--- config.mk ---
export PLATFORM = sky130hd
export DESIGN_NAME = debug_halt_ctrl_flat
export DESIGN_NICKNAME = d
export VERILOG_FILES = /design/src/rtl/debug_halt_ctrl_if.sv /design/src/rtl/debug_halt_ctrl.sv /design/src/flat_wrapper.sv
export SDC_FILE = /design/constraint.sdc
export NUM_CORES = 1
export LEC_CHECK = 0
export BUFFER_PORTS_ARGS = -buffer_cell sky130_fd_sc_hd__buf_2
export CAP_MARGIN = 40
export CORE_MARGIN = 2
export CORE_UTILIZATION = 42
export DETAILED_ROUTE_END_ITERATION = 10
export PLACE_DENSITY = 0.87
export SETUP_SLACK_MARGIN = 0.1
export SYNTH_ARGS = -nofsm -noshare
export SYNTH_HDL_FRONTEND = slang
export SYNTH_SLANG_ARGS = --single-unit
--- constraint.sdc ---
create_clock -name clk_i -period 2.9 [get_ports clk_i]
set_input_delay 0.145 -clock clk_i [delete_from_list [all_inputs] [get_ports clk_i]]
set_output_delay 0.145 -clock clk_i [all_outputs]
set_load 0.02 [all_outputs]
--- src/rtl/debug_halt_ctrl_if.sv ---
// Run-control bundle between the debug register block / core and the halt controller.
// The master drives debug commands plus the core PC; the slave returns the freeze controls.
interface debug_halt_ctrl_if #(
  parameter int STAGES = 4,
  parameter int ADDR_W = 32
);
  logic              debug_en;
  logic              halt_req;
  logic              resume_req;
  logic              step_req;
  logic              bp_en;
  logic [ADDR_W-1:0] bp_addr;
  logic [ADDR_W-1:0] pc;

  logic [STAGES-1:0] enable_ext;
  logic              enable_pc_ext;
  logic              halted;
  logic              tx_flag;
  logic [1:0]        cause;

  modport master (
    output debug_en, halt_req, resume_req, step_req, bp_en, bp_addr, pc,
    input  enable_ext, enable_pc_ext, halted, tx_flag, cause
  );

  modport slave (
    input  debug_en, halt_req, resume_req, step_req, bp_en, bp_addr, pc,
    output enable_ext, enable_pc_ext, halted, tx_flag, cause
  );
endinterface

--- src/rtl/debug_halt_ctrl.sv ---
// Debug run-control: turns halt/resume/step commands and a PC breakpoint into pipeline freeze
// enables, draining in-flight instructions before reporting the core as halted.
module debug_halt_ctrl #(
  parameter int STAGES = 4,
  parameter int ADDR_W = 32
) (
  input  logic            clk_i,
  input  logic            rst_ni,
  debug_halt_ctrl_if.slave dbg
);

  localparam int CNT_W = (STAGES > 2) ? $clog2(STAGES) : 1;
  localparam logic [CNT_W-1:0]  DRAIN_LOAD = CNT_W'(STAGES - 1);
  localparam logic [STAGES-1:0] EN_DRAIN   = ~STAGES'(1);

  typedef enum logic [1:0] {
    ST_RUN   = 2'd0,
    ST_DRAIN = 2'd1,
    ST_HALT  = 2'd2,
    ST_STEP  = 2'd3
  } state_e;

  typedef enum logic [1:0] {
    CAUSE_NONE = 2'd0,
    CAUSE_HALT = 2'd1,
    CAUSE_BP   = 2'd2,
    CAUSE_STEP = 2'd3
  } cause_e;

  state_e            state_q, state_d;
  logic [CNT_W-1:0]  cnt_q, cnt_d;
  cause_e            cause_q, cause_d;
  logic              bp_skip_q, bp_skip_d;
  logic [STAGES-1:0] en_q, en_d;
  logic              pc_en_q, pc_en_d;
  logic              halted_q, halted_d;
  logic              tx_q, tx_d;

  logic [ADDR_W-1:0] pc_w;
  logic [ADDR_W-1:0] bp_w;
  logic              bp_match;
  logic              bp_hit;

  assign pc_w     = dbg.pc;
  assign bp_w     = dbg.bp_addr;
  assign bp_match = (pc_w == bp_w);
  // bp_skip lets the core step off the address it last stopped on without re-triggering.
  assign bp_hit   = dbg.bp_en & bp_match & ~bp_skip_q;

  always_comb begin
    state_d   = state_q;
    cnt_d     = cnt_q;
    cause_d   = cause_q;
    bp_skip_d = bp_match ? bp_skip_q : 1'b0;

    if (!dbg.debug_en) begin
      state_d = ST_RUN;
      cnt_d   = '0;
    end else begin
      unique case (state_q)
        ST_RUN: begin
          if (dbg.halt_req) begin
            state_d = ST_DRAIN;
            cnt_d   = DRAIN_LOAD;
            cause_d = CAUSE_HALT;
          end else if (bp_hit) begin
            state_d = ST_DRAIN;
            cnt_d   = DRAIN_LOAD;
            cause_d = CAUSE_BP;
          end
        end
        ST_DRAIN: begin
          cnt_d = cnt_q - 1'b1;
          if (cnt_q <= CNT_W'(1)) begin
            state_d = ST_HALT;
          end
        end
        ST_HALT: begin
          if (dbg.resume_req || dbg.step_req) begin
            state_d = dbg.resume_req ? ST_RUN : ST_STEP;
            if (bp_match) begin
              bp_skip_d = 1'b1;
            end
          end
        end
        ST_STEP: begin
          state_d = ST_DRAIN;
          cnt_d   = DRAIN_LOAD;
          cause_d = CAUSE_STEP;
        end
        default: state_d = ST_RUN;
      endcase
    end

    // Outputs are decoded from the next state so they change on the same edge as the state.
    en_d     = '1;
    pc_en_d  = 1'b1;
    halted_d = 1'b0;
    tx_d     = 1'b0;
    unique case (state_d)
      ST_DRAIN: begin
        en_d    = EN_DRAIN;
        pc_en_d = 1'b0;
      end
      ST_HALT: begin
        en_d     = '0;
        pc_en_d  = 1'b0;
        halted_d = 1'b1;
        tx_d     = (state_q != ST_HALT);
      end
      default: ;
    endcase
  end

  always_ff @(posedge clk_i or negedge rst_ni) begin
    if (!rst_ni) begin
      state_q   <= ST_RUN;
      cnt_q     <= '0;
      cause_q   <= CAUSE_NONE;
      bp_skip_q <= 1'b0;
      en_q      <= '1;
      pc_en_q   <= 1'b1;
      halted_q  <= 1'b0;
      tx_q      <= 1'b0;
    end else begin
      state_q   <= state_d;
      cnt_q     <= cnt_d;
      cause_q   <= cause_d;
      bp_skip_q <= bp_skip_d;
      en_q      <= en_d;
      pc_en_q   <= pc_en_d;
      halted_q  <= halted_d;
      tx_q      <= tx_d;
    end
  end

  assign dbg.enable_ext    = en_q;
  assign dbg.enable_pc_ext = pc_en_q;
  assign dbg.halted        = halted_q;
  assign dbg.tx_flag       = tx_q;
  assign dbg.cause         = cause_q;

  a_tx_only_when_halted : assert property (@(posedge clk_i) disable iff (!rst_ni)
    tx_q |-> halted_q);
  a_halted_is_frozen : assert property (@(posedge clk_i) disable iff (!rst_ni)
    halted_q |-> (en_q == '0 && !pc_en_q));

endmodule

--- src/flat_wrapper.sv ---
// flat-port wrapper written by rule: the top's interface ports become plain ports
module debug_halt_ctrl_flat 
#(
  parameter int STAGES = 4,
  parameter int ADDR_W = 32
)
  (clk_i, rst_ni, dbg_debug_en, dbg_halt_req, dbg_resume_req, dbg_step_req, dbg_bp_en, dbg_bp_addr, dbg_pc, dbg_enable_ext, dbg_enable_pc_ext, dbg_halted, dbg_tx_flag, dbg_cause);
  debug_halt_ctrl_if #(.STAGES(STAGES), .ADDR_W(ADDR_W)) dbg_i ();
  input  logic clk_i;
  input  logic rst_ni;
  input wire logic [$bits(dbg_i.debug_en)-1:0] dbg_debug_en;
  input wire logic [$bits(dbg_i.halt_req)-1:0] dbg_halt_req;
  input wire logic [$bits(dbg_i.resume_req)-1:0] dbg_resume_req;
  input wire logic [$bits(dbg_i.step_req)-1:0] dbg_step_req;
  input wire logic [$bits(dbg_i.bp_en)-1:0] dbg_bp_en;
  input wire logic [$bits(dbg_i.bp_addr)-1:0] dbg_bp_addr;
  input wire logic [$bits(dbg_i.pc)-1:0] dbg_pc;
  output wire logic [$bits(dbg_i.enable_ext)-1:0] dbg_enable_ext;
  output wire logic [$bits(dbg_i.enable_pc_ext)-1:0] dbg_enable_pc_ext;
  output wire logic [$bits(dbg_i.halted)-1:0] dbg_halted;
  output wire logic [$bits(dbg_i.tx_flag)-1:0] dbg_tx_flag;
  output wire logic [$bits(dbg_i.cause)-1:0] dbg_cause;
  assign dbg_i.debug_en = dbg_debug_en;
  assign dbg_i.halt_req = dbg_halt_req;
  assign dbg_i.resume_req = dbg_resume_req;
  assign dbg_i.step_req = dbg_step_req;
  assign dbg_i.bp_en = dbg_bp_en;
  assign dbg_i.bp_addr = dbg_bp_addr;
  assign dbg_i.pc = dbg_pc;
  assign dbg_enable_ext = dbg_i.enable_ext;
  assign dbg_enable_pc_ext = dbg_i.enable_pc_ext;
  assign dbg_halted = dbg_i.halted;
  assign dbg_tx_flag = dbg_i.tx_flag;
  assign dbg_cause = dbg_i.cause;
  debug_halt_ctrl #(.STAGES(STAGES), .ADDR_W(ADDR_W)) u_core (.clk_i(clk_i), .rst_ni(rst_ni), .dbg(dbg_i));
endmodule
==> results of run 1 <==
==> how the worst max path moves through the flow <==
stage | startpoint | to | slack, ns | cells after the start
2_1_floorplan | dbg_bp_addr[24] | u_core.dbg.tx_flag | 1.05 | 7
3_5_place_dp | dbg_bp_addr[28] | u_core.dbg.tx_flag | 0.67 | 8
3_3_place_gp | dbg_bp_addr[28] | u_core.dbg.tx_flag | 0.73 | 8
4_1_cts | u_core.state_q[0] | u_core.dbg.tx_flag | 0.86 | 8
5_1_grt | u_core.state_q[0] | u_core.dbg.tx_flag | 0.66 | 8
6_report | u_core.state_q[0] | u_core.dbg.tx_flag | 0.81 | 8
==> critical path: cells and delay by family, from the launching register on <==
| kind | cells | cell delay, ns |
|---|---|---|
| AO/OA/AOI/OAI | 3 | 0.49 |
| adder cells (fa/ha/maj) | 2 | 0.52 |
| buffers and inverters | 1 | 0.15 |
| flip-flops | 1 | 0.43 |
| AND/OR/NAND/NOR | 2 | 0.40 |
==> final cells by class <==
cell class | count | share of cell area, %
clock buffer | 4 | 1.83
multi-input combinational | 85 | 46.5
sequential | 11 | 19.4
inverter | 6 | 1.57
timing repair buffer | 80 | 28.3
tap | 28 | 2.45
==> routing by layer <==
metal / vias to the layer above / wire length (um) / GRT usage (%)
li1: 530 / - / -
met1: 498 / 969 / 17.6
met2: 69 / 1480 / 40.8
met3: 4 / 328 / 4.86
met4: 0 / 53 / 6.84
met5: - / 0 / 0
==> where the power goes <==
part           leakage (uW)  switching, uW  total (uW)  internal [uW]
registers          0.000135           46.8         271            224
clock network     0.0000150           58.5         112           53.5
logic              0.000612            282         501            218
total              0.000762            387         884            496
==> registers in the layout (all words and copies together) (netlist names) <==
signal                 cells
u_core.dbg.halted          1
u_core.dbg.tx_flag         1
u_core.dbg.enable_ext      2
u_core.bp_skip_q           1
u_core.dbg.cause           2
u_core.cnt_q               2
u_core.state_q             2
==> per-stage QoR <==
step                      area (sq um)  utilization [%]  instances
after floorplan                    992                -        106
after global placement            1400             62.5        209
after detailed placement          1400             62.5        209
after CTS                         1430             64.1        214
after global routing              1430             64.1        214
final                             1430             64.1        214
==> cells in the final DEF (no fill, tap or decap) <==
| cell type | count |
|---|---|
| nor2_1 | 5 |
| or2_2 | 1 |
| a221oi_1 | 1 |
| nand2_1 | 6 |
| inv_1 | 6 |
| or3_2 | 1 |
| ha_1 | 7 |
| o21ai_0 | 3 |
| nor4b_4 | 1 |
| o311ai_0 | 1 |
| nor2b_1 | 2 |
| a31oi_1 | 2 |
| nor4_1 | 8 |
| buf_2 | 79 |
| nand4_1 | 2 |
| dfstp_2 | 2 |
| o22a_1 | 2 |
| a41oi_1 | 1 |
| o211a_1 | 2 |
| clkbuf_4 | 3 |
| o21a_1 | 2 |
| nand2b_1 | 1 |
| o221a_2 | 1 |
| nor3_1 | 1 |
| clkbuf_1 | 1 |
| dlygate4sd3_1 | 1 |
| dfrtp_1 | 9 |
| a21oi_1 | 3 |
| xor2_1 | 32 |
==> timing repair <==
action	CTS	global route
hold buffers	1	0
endpoints found under the hold margin	11	0
resized for setup	0	0
==> cells by family after synthesis <==
logic type	Yosys count	synth area share, %
xor+xnor	32	28.2
simple gates	28	16.6
compound gates	18	13.4
flops	11	28.0
buf+inv	10	4.92
fa+ha+maj	7	8.83
==> impl_metrics.yaml, run 1 <==
run_status:
  status: "finished clean"
power:
  finalPower_uw: 884
  vdd_drop_max_mv: 0.508
  p_leak_uw: 0.000762
  p_per_area_nw_per_um2: 617
worst_setup_path:
  r2r_cells: 8
  crit_path_start_kind: "flop"
  crit_fanout: 4
  crit_slowest_cell: "dfrtp_1"
  timing.rr.start: "u_core.state_q[0]"
  path_class: "reg -> reg"
  path_cells: "inv_1, ha_1, nor2b_1, a21oi_1, o21ai_0, o311ai_0, ha_1, nor2b_1"
  arrival_ns: 2.26
  required_ns: 3.07
  max_stage_delay_ns: 0.43
  r2r_setup_slack_ns: 0.81
  worst_setup_path_end_kind: "flop"
  timing.rr.end: "u_core.dbg.tx_flag"
synth:
  seq_area_frac_synth_pct: 28.0
  ys_top_cells_by_area: "xor2_1 (28%), dfrtp_1 (23%), ha_1 (8.8%), dfstp_2 (5.3%), nor4_1 (5.0%)"
  synth_nets: 184
  synth_cells: 106
  synth-edff-count: 0
  ys_async_sr_fraction_pct: 100
  syn_avg_cell_area_sq_um: 9.36
  yosysMostFrequentCell: "xor2_1"
  syn_area_sq_um: 992
  synth_ff_type: "dfrtp_1"
  yosys.area.top_type: "xor2_1"
  synth_common_cells: "xor2_1 (32), dfrtp_1 (9), nor4_1 (8)"
  ys_warn_count: 0
  ys_ff_latch: 11
  synth_top_area_share_pct: 28.2
  post_synth_num_cell_types: 27
clocking:
  htreeDepth: 1
  worstSkewPairLatency_ns: 0.28
  numCtsBuffers: 3
  clockBufferDepth: 2
  cts_sinks: 11
  cts_tree: "yes"
  postCtsSetupRepairBufs: 0
  path_clk_slew_ns: 0.07
  ctsRootBufferMaster: "clkbuf_4"
timing:
  max_freq_mhz: 478
  timing.hold.ws_ns: 0.179
  max-slew-margin-rel_pct: 53.7
  timing.final.crit_share_pct: 72.2
  finalMaxSlewViolations: 0
  setup_slack_ns: 0.807
  finalClockSkew_ns: 0.00613
  tns_ns: 0
  setup_violations: 0
  rsz0062_at_grt: "false"
  worst_slew_pin_slew_ns: 0.685
  finalHoldViolations: 0
  fin_crit_ns: 2.09
hold_path:
  holdPathStages: 2
  hold_class: "in -> reg"
  holdPathEnd: "u_core.cnt_q[1]"
  min_from: "dbg_debug_en"
layout:
  filler_cell_count: 185
  seq_area_sq_um: 278
  fin_nets: 265
  area_growth_pct: 44.4
  antennaDiodeCount: 0
  drive_gt1_share_pct: 47.3
  multi_input_area_sq_um: 666
floorplan:
  pin_count: 80
  coreArea_sq_um: 2230
  die_x_um: 52.6
  start_util_pct: 44.4
  die_y_um: 52.6
  row_count: 17
  dieArea_sq_um: 2770
place:
  dp_hpwl_mm: 2.37
  dp_slack_ns: 0.667
  gp_congestion: 0.879
  numPortBuffers: 79
route:
  remaining_drc_errors: 0
  drt_first_iter_violations: 17
  ant_nets: 0
  drt_pass1_iterations: 4
  routed_via_density: 5.14
  num_vias: 1101
  wl_per_cell_um: 13.3
  finalWirelength_mm: 2.84
global_routing:
  grt_pass1_wl_mm: 4.00
  grt_pass1_vias: 1053
  grt_usage_pct: 19.7
  grt-ovfl-total: 0
  grt_start_max_net_pins: 12
  antenna_found_initial: 0
run:
  drv_cap: 0
Power figures use the tool's default switching activity.
==> run 2: changes to the inputs <==
--- a/config.mk
+++ b/config.mk
@@ -8,9 +8,9 @@
 export BUFFER_PORTS_ARGS = -buffer_cell sky130_fd_sc_hd__buf_2
 export CAP_MARGIN = 40
 export CORE_MARGIN = 2
-export CORE_UTILIZATION = 42
+export CORE_UTILIZATION = 39
 export DETAILED_ROUTE_END_ITERATION = 10
-export PLACE_DENSITY = 0.87
+export PLACE_DENSITY = 0.82
 export SETUP_SLACK_MARGIN = 0.1
 export SYNTH_ARGS = -nofsm -noshare
 export SYNTH_HDL_FRONTEND = slang
==> constraint.sdc (replaced) <==
create_clock -name clk_i -period 2 [get_ports clk_i]
set_input_delay 0.1 -clock clk_i [delete_from_list [all_inputs] [get_ports clk_i]]
set_output_delay 0.1 -clock clk_i [all_outputs]
set_load 0.02 [all_outputs]
==> run 2 against run 1 <==
Effect of this change: wire length down 11%; sequential power increased by 41%; clock-buffer cell count did not move; critical endpoint unchanged.
==> impl_metrics.yaml, run 2 (synthesized netlist as in run 1, its figures left out) <==
route:
  finalWirelength_mm: 2.53
  drt_first_iter_violations: 24
  wl_per_cell_um: 11.5
  routed_via_density: 4.94
  drt_pass1_iterations: 5
  ant_nets: 0
  remaining_drc_errors: 0
  num_vias: 1087
floorplan:
  coreArea_sq_um: 2450
  die_x_um: 54.4
  start_util_pct: 40.4
  pin_count: 80
  row_count: 18
  dieArea_sq_um: 2960
  die_y_um: 54.4
timing:
  setup_violations: 0
  finalHoldViolations: 0
  max-slew-margin-rel_pct: 73.9
  timing.final.crit_share_pct: 91.5
  finalMaxSlewViolations: 0
  tns_ns: 0
  fin_crit_ns: 1.83
  finalClockSkew_ns: 0.00397
  rsz0062_at_grt: "false"
  worst_slew_pin_slew_ns: 0.391
  timing.hold.ws_ns: 0.122
  max_freq_mhz: 546
layout:
  post-route-util_pct: 60.5
  drive_gt1_share_pct: 50.5
  area_growth_pct: 49.7
  layout_common_cells: "buf_2 (79), xor2_1 (32), dfrtp_1 (9)"
  filler_cell_count: 234
  fin_nets: 269
  final_common_cell: "buf_2"
  antennaDiodeCount: 0
worst_setup_path:
  crit_cells: 8
  path_cells: "inv_1, ha_1, nor2b_2, a21oi_1, o21ai_1, o311ai_2, ha_1, nor2b_1"
  arrival_ns: 2.00
  path_class: "reg -> reg"
  crit_fanout: 4
  cpMostUsedCell: "ha_1"
  path_buf_inv: 1
  timing.rr.end: "u_core.dbg.tx_flag"
  r2r_cells: 8
  startpoint: "u_core.state_q[0]"
  crit_path_start_kind: "flop"
  critical_path.top_delay_family: "compound AO/OA/AOI/OAI gates"
  worst_setup_path_end_kind: "flop"
  max_stage_delay_ns: 0.39
  r2r_setup_slack_ns: 0.17
  crit_end: "u_core.dbg.tx_flag"
  required_ns: 2.17
  crit_slowest_cell: "dfrtp_1"
  timing.rr.start: "u_core.state_q[0]"
global_routing:
  grt_start_max_net_pins: 12
  grt-ovfl-total: 0
  grt_pass1_wl_mm: 3.22
  antenna_found_initial: 0
  grt_pass1_vias: 857
  grt_usage_pct: 15.4
place:
  numPortBuffers: 79
  dp_hpwl_mm: 2.05
  gp_congestion: 0.881
run:
  drv_cap: 0
clocking:
  cts_tree: "yes"
  numCtsBuffers: 3
  htreeDepth: 1
  path_clk_slew_ns: 0.07
  clockBufferDepth: 2
  worstSkewPairLatency_ns: 0.28
  ctsRootBufferMaster: "clkbuf_4"
  cts_sinks: 11
hold_path:
  min_from: "dbg_debug_en"
  hold_class: "in -> reg"
power:
  p_leak_uw: 0.000786
  p_per_area_nw_per_um2: 901
  vdd_drop_max_mv: 0.702
run_status:
  status: "finished clean"
==> run 2: cell type report <==
class | count | area, sq um | share of cell area, %
inverter | 6 | 22.5 | 1.52
tap | 30 | 37.5 | 2.53
multi-input combinational | 85 | 686 | 46.2
sequential | 11 | 278 | 18.7
timing repair buffer | 84 | 435 | 29.3
clock buffer | 4 | 26.3 | 1.77
==> run 2: power breakdown <==
part           switching, uW  internal [uW]
Clock                   81.3           77.6
Sequential              57.7            325
Combinational            435            361
==> run 2: routing by layer <==
layer  GRT usage, %  vias up  wire (um)
met5              0        -          0
met4           6.25        0         28
met3           3.55        2        341
met2           29.7       64       1260
met1           15.5      486        896
li1               -      535          -
==> run 2: how the worst min path moves through the flow <==
stage | cells past startpoint | end
CTS | 2 | u_core.cnt_q[1]
global route | 2 | u_core.cnt_q[1]
finish | 2 | u_core.cnt_q[1]
detailed placement | 1 | u_core.state_q[1]
global placement | 1 | u_core.state_q[1]
floorplan | 0 | u_core.bp_skip_q
==> run 2: metrics by stage <==
step / total power (uW) / setup WS [ns] / instance area, sq um / instances
final: 1340 / 0.170 / 1490 / 220
after global routing: 1450 / 0.0566 / 1490 / 220
after CTS: 1300 / 0.125 / 1470 / 220
after detailed placement: 1130 / -0.122 / 1430 / 215
after global placement: 1120 / -0.0168 / 1430 / 215
after floorplan: 896 / 0.190 / 992 / 106
==> run 2: what timing repair did <==
item,in CTS,in global routing
buffers inserted,0,0
cloned,0,0
endpoints found under the setup margin,4,3
pin swaps,0,0
gates resized for setup,1,5
endpoints found under the hold margin,11,0
hold buffers,1,0
